File: src/rtl/iob_fifo2stream.sv
// Read-side adapter: turns a 1-cycle-latency FIFO read port into a valid/ready stream.
// Define FIFO2STREAM_LAST_EN for packet m_last generation; SIMULATION enables the overflow check.
module iob_fifo2stream #(
  parameter int DATA_WIDTH  = 8,
  parameter int LAST_PERIOD = 16
) (
  input  logic                  clk,
  input  logic                  rst,
  input  logic                  fifo_empty,
  output logic                  fifo_read_en,
  input  logic [DATA_WIDTH-1:0] fifo_data,
  output logic                  m_valid,
  input  logic                  m_ready,
  output logic [DATA_WIDTH-1:0] m_data
`ifdef FIFO2STREAM_LAST_EN
  ,
  output logic                  m_last
`endif
);

  if (LAST_PERIOD < 1) begin : g_bad_period
    $error("LAST_PERIOD must be >= 1");
  end

  logic [1:0]            count_q, count_d, cnt_after_pop;
  logic                  inflight_q, inflight_d;
  logic [DATA_WIDTH-1:0] head_q, head_d, tail_q, tail_d;
  logic                  pop;
  logic [2:0]            level;

  assign m_valid = (count_q != 2'd0);
  assign m_data  = head_q;
  assign pop     = m_valid && m_ready;

  // Words held or already requested, after this cycle's pop; a read may only
  // be issued if its data is guaranteed a free slot when it lands.
  assign level        = {1'b0, count_q} + {2'b00, inflight_q} - {2'b00, pop};
  assign fifo_read_en = !rst && !fifo_empty && (level < 3'd2);
  assign inflight_d   = fifo_read_en;

  always_comb begin
    head_d        = head_q;
    tail_d        = tail_q;
    cnt_after_pop = count_q - {1'b0, pop};
    if (pop && count_q == 2'd2) head_d = tail_q;
    if (inflight_q) begin
      if (cnt_after_pop == 2'd0) head_d = fifo_data;
      else                       tail_d = fifo_data;
    end
    count_d = cnt_after_pop + {1'b0, inflight_q};
  end

  always_ff @(posedge clk or posedge rst) begin
    if (rst) begin
      count_q    <= 2'd0;
      inflight_q <= 1'b0;
      head_q     <= '0;
      tail_q     <= '0;
    end else begin
      count_q    <= count_d;
      inflight_q <= inflight_d;
      head_q     <= head_d;
      tail_q     <= tail_d;
    end
  end

`ifdef SIMULATION
  always_ff @(posedge clk) begin
    if (!rst) begin
      assert (!(inflight_q && cnt_after_pop == 2'd2))
        else $error("iob_fifo2stream: output buffer overflow");
    end
  end
`endif

`ifdef FIFO2STREAM_LAST_EN
  localparam int PW = $clog2(LAST_PERIOD) + 1;
  localparam logic [PW-1:0] LAST_IDX = PW'(LAST_PERIOD - 1);

  logic [PW-1:0] pkt_q, pkt_d;

  assign m_last = m_valid && (pkt_q == LAST_IDX);

  always_comb begin
    pkt_d = pkt_q;
    if (pop) pkt_d = (pkt_q == LAST_IDX) ? '0 : pkt_q + 1'b1;
  end

  always_ff @(posedge clk or posedge rst) begin
    if (rst) pkt_q <= '0;
    else     pkt_q <= pkt_d;
  end
`endif

endmodule

File: config.mk
export PLATFORM = sky130hd
export DESIGN_NAME = iob_fifo2stream
export DESIGN_NICKNAME = d
export VERILOG_FILES = /design/src/rtl/iob_fifo2stream.sv
export SDC_FILE = /design/constraint.sdc
export NUM_CORES = 1
export LEC_CHECK = 0
export ABC_CLOCK_PERIOD_IN_PS = 1900
export BUFFER_PORTS_ARGS = -buffer_cell sky130_fd_sc_hd__clkbuf_2
export CORE_MARGIN = 10
export CORE_UTILIZATION = 30
export CTS_BUF_LIST = sky130_fd_sc_hd__clkbuf_2 sky130_fd_sc_hd__clkbuf_4 sky130_fd_sc_hd__clkbuf_8
export DETAILED_ROUTE_END_ITERATION = 7
export PLACE_DENSITY = 0.56
export RECOVER_POWER = 25
export SLEW_MARGIN = 20
export SYNTH_ARGS = -nofsm -noshare
export SYNTH_HDL_FRONTEND = slang
export SYNTH_SLANG_ARGS = --single-unit
File: constraint.sdc
create_clock -name clk -period 1.9 [get_ports clk]
set_clock_uncertainty 0.15 [all_clocks]
set_input_delay 0.285 -clock clk [delete_from_list [all_inputs] [get_ports clk]]
set_output_delay 0.285 -clock clk [all_outputs]
set_load 0.005 [all_outputs]
==> results.py <==
metrics = {
    "detailed_routing": {
        "routed_wl_mm": 1.922,
        "drc": 0,
        "vias": 593,
        "wire_per_inst_um": 14.03,
        "viasPerCell": 4.328,
        "postRouteAntennaNets": 0,
        "detailedRoute.firstIterationViolations": 15,
        "drtPass1Iterations": 3,
    },
    "worst_setup_path": {
        "worstReg2RegStart": "count_q[1]$_DFF_PP0_",
        "worst_path_required_time_ns": 1.46,
        "ff2ff_path_depth": 6,
        "timing.reg2reg.setup_slack_ns": -0.01,
        "endpoint_kind": "primary output",
        "critPathMaxFanout": 2,
        "regToRegEndpoint": "inflight_q$_DFF_PP0_",
        "path_class": "flop to primary output",
        "cp-start-kind": "flop",
        "timing.critical_path.arrival_ns": 2.02,
    },
    "yosys": {
        "area_share_of_the_leading_cell_type_in_the_synthesized_netlist_pct": 49.80,
        "synth_top_cells_by_area": "sky130_fd_sc_hd__dfrtp_1, sky130_fd_sc_hd__mux2_4, sky130_fd_sc_hd__mux2_2, sky130_fd_sc_hd__fa_1, sky130_fd_sc_hd__xor2_1",
        "synth_seq_cells": 19,
        "ys_seq_area_share_pct": 49.80,
        "synthDominantAreaCellType": "sky130_fd_sc_hd__dfrtp_1",
        "synthCells": 61,
        "largest_family_of_logic_cells_by_synthesized_area": "multiplexers",
        "synth_ff_type": "sky130_fd_sc_hd__dfrtp_1",
        "yosysWarnings": 0,
        "adder_cell_share_of_the_synthesized_area_pct": 3.408,
        "ys_async_sr_fraction_pct": 100.0,
        "avg_inst_size_synth_um2": 15.65,
        "yosys-top-cells-count": "sky130_fd_sc_hd__dfrtp_1, sky130_fd_sc_hd__mux2_4, sky130_fd_sc_hd__mux2_2, sky130_fd_sc_hd__nand2_1, sky130_fd_sc_hd__xor2_1",
        "synth.net_count": 75,
        "synth_xor_area_share_pct": 2.752,
        "synth.cell_area_um2": 954.7,
        "synth-edff-count": 0,
        "ys_types": 18,
        "synth.area.mux_share_pct": 34.60,
        "yosys.cell_count.top_type": "sky130_fd_sc_hd__dfrtp_1",
        "area_fraction_in_compound_gates_after_synthesis_pct": 0.9174,
        "synthSimpleGateAreaFrac_pct": 6.946,
    },
    "timing": {
        "unrepaired_setup_endpoints_after_global_routing": "true",
        "report.final.slew_viol_count": 0,
        "setup_slack_ns": -0.5540,
        "report.final.setup_viol": 2,
        "post-route-min-period_ns": 2.454,
        "max_slew_margin_pct": 51.58,
        "final_hold_viol_count": 0,
        "fmaxAchievable_mhz": 407.5,
        "post-route-period-util_pct": 129.2,
        "tightestPinTransition_ns": 0.7255,
    },
    "finish": {
        "antenna_cells": 0,
        "finalNetCount": 108,
        "syn2layout_area_growth_pct": 26.47,
        "postLayoutCellArea_mm2": 0.001207,
        "final_layout_size_suffix_gt1_share_pct": 58.06,
        "fillerInstances": 314,
    },
    "clock_network": {
        "htree_depth": 1,
        "cts_tree": "done",
        "cts_buffer_depth": 2,
        "cts_inserted_buffers": 3,
        "worst_skew_pair.late_latency_ns": 0.29,
        "clk_root_buffer_cell": "sky130_fd_sc_hd__clkbuf_4",
        "clock-sinks": 19,
        "cts.clk_slew.worst_paths_ns": 0.10,
    },
    "worst_hold_path": {
        "min_from": "fifo_data[7]",
        "min_delay_path_depth": 2,
        "holdPathEnd": "m_data[7]$_DFF_PP0_",
        "worst_hold_path_type": "input pin to flop",
    },
    "outcome": {
        "violations": "negative setup slack",
        "run_status": "complete, but fails checks",
    },
    "place": {
        "place_congestion": 0.6947,
        "place_hpwl_mm": 1.455,
        "placed_cell_area_mm2": 0.001154,
        "pre_cts_ws_ns": -0.3965,
        "io_buffers": 21,
    },
    "global_route": {
        "largest_net_degree_at_the_start_of_global_routing": 20,
        "antenna_found_initial": 0,
        "grt_first_pass_wirelength_mm": 3.256,
        "first_global_vias": 688,
        "groute.usage.overall_pct": 6.981,
        "global_route.overflow_total": 0,
    },
    "job": {
        "max_cap_viols": 0,
    },
    "die": {
        "floorplan.die_area_mm2": 0.005838,
        "die_x_um": 76.41,
        "core_mm2": 0.003053,
        "floorplan.initialDensity_pct": 31.27,
        "top_level_ports": 22,
        "floorplan.rows": 20,
        "die_h_um": 76.41,
    },
    "pwr": {
        "power-per-cell-area_mw_per_mm2": 1474,
        "vdd_drop_max_uv": 307.2,
        "leakage_nw": 0.6194,
    },
}
power by group:
group          switching (W)  internal, W
combinational       0.000303     0.000565
clock               0.000123    0.0000959
sequential         0.0000966     0.000597
flip-flops by register name (all words and copies together) (netlist names):
signal,count
m_data,8
tail_q,8
count_q,2
inflight_q,1
layout by cell type (no fill, tap or decap):
master                          netlist  layout
sky130_fd_sc_hd__dfrtp_1             19      18
sky130_fd_sc_hd__mux2_4              16      16
sky130_fd_sc_hd__clkbuf_2             0      12
sky130_fd_sc_hd__mux2_2               8       8
sky130_fd_sc_hd__clkbuf_1             0       8
sky130_fd_sc_hd__buf_4                0       7
sky130_fd_sc_hd__clkbuf_4             0       4
sky130_fd_sc_hd__nand2_1              3       3
sky130_fd_sc_hd__xor2_1               2       2
sky130_fd_sc_hd__nor2b_1              1       1
sky130_fd_sc_hd__o21ai_2              1       1
sky130_fd_sc_hd__nand3b_1             1       1
sky130_fd_sc_hd__nand2b_1             1       1
sky130_fd_sc_hd__nand3b_2             1       1
sky130_fd_sc_hd__xnor2_1              1       1
sky130_fd_sc_hd__or2_4                0       1
sky130_fd_sc_hd__and3b_1              1       1
sky130_fd_sc_hd__nor4b_4              0       1
sky130_fd_sc_hd__inv_1                1       1
sky130_fd_sc_hd__fa_2                 0       1
sky130_fd_sc_hd__ha_1                 1       1
sky130_fd_sc_hd__dfrtp_2              0       1
sky130_fd_sc_hd__dlygate4sd3_1        0       1
sky130_fd_sc_hd__buf_2                0       1
critical path, cell delays in order, from the launching register on:
cell and delay (ns):
sky130_fd_sc_hd__dfrtp_2 0.42, sky130_fd_sc_hd__or2_4 0.23, sky130_fd_sc_hd__and3b_1 0.18, sky130_fd_sc_hd__fa_2 0.34
sky130_fd_sc_hd__xor2_1 0.17, sky130_fd_sc_hd__nor4b_4 0.23, sky130_fd_sc_hd__buf_2 0.15
layout make-up:
class / instances / area, µm² / share of cell area, %
multi-input combinational: 40 / 484.2 / 40.10
sequential: 19 / 476.7 / 39.48
timing repair buffer: 29 / 157.7 / 13.06
tap: 44 / 55.05 / 4.560
clock buffer: 4 / 30.03 / 2.487
inverter: 1 / 3.754 / 0.3109
what timing repair did:
action                                  in CTS  in global routing
gates resized for setup                      1                  1
endpoints found under the setup margin       2                  2
hold endpoints to repair                    19                  0
hold buffers                                 1                  0
pin swaps                                    2                  0
setup buffers                                2                  0
worst max path at each step:
| stage | to | startpoint |
|---|---|---|
| after floorplan | fifo_read_en | count_q[1]$_DFF_PP0_ |
| after global placement | fifo_read_en | count_q[0]$_DFF_PP0_ |
| after detailed placement | fifo_read_en | count_q[0]$_DFF_PP0_ |
| after CTS | fifo_read_en | count_q[1]$_DFF_PP0_ |
| after global routing | fifo_read_en | count_q[1]$_DFF_PP0_ |
| final | fifo_read_en | count_q[1]$_DFF_PP0_ |
metrics by stage:
stage / hold WS (ns) / setup TNS [ns] / util, % / power [W] / cells
after floorplan: 0.08606 / -0.2601 / - / 0.001307 / 61
after global placement: 0.2993 / -0.3103 / 37.79 / 0.001523 / 130
after detailed placement: 0.3066 / -0.4532 / 37.79 / 0.001563 / 130
after CTS: 0.07267 / -0.6312 / 39.88 / 0.001829 / 137
after global routing: 0.06561 / -0.7678 / 39.55 / 0.001921 / 137
final: 0.08248 / -0.5657 / 39.55 / 0.001780 / 137
routing by layer:
layer	vias up	routed length (µm)	track usage, %	share of wire [%]
li1	279	-	-	-
met1	297	752	6.812	39
met2	13	1035	12.41	54
met3	4	87	1.887	4.5
met4	0	47	5.019	2.4
met5	-	0	0	0
kinds of logic after synthesis:
kind of cell,after synthesis
muxes,24
DFF,19
and+or+nand+nor,10
AOI/OAI and AO/OA,1
buffers and inverters,2
adders and majority gates,2
xor gates and xnor gates,3
(Power assumes the default switching activity.)
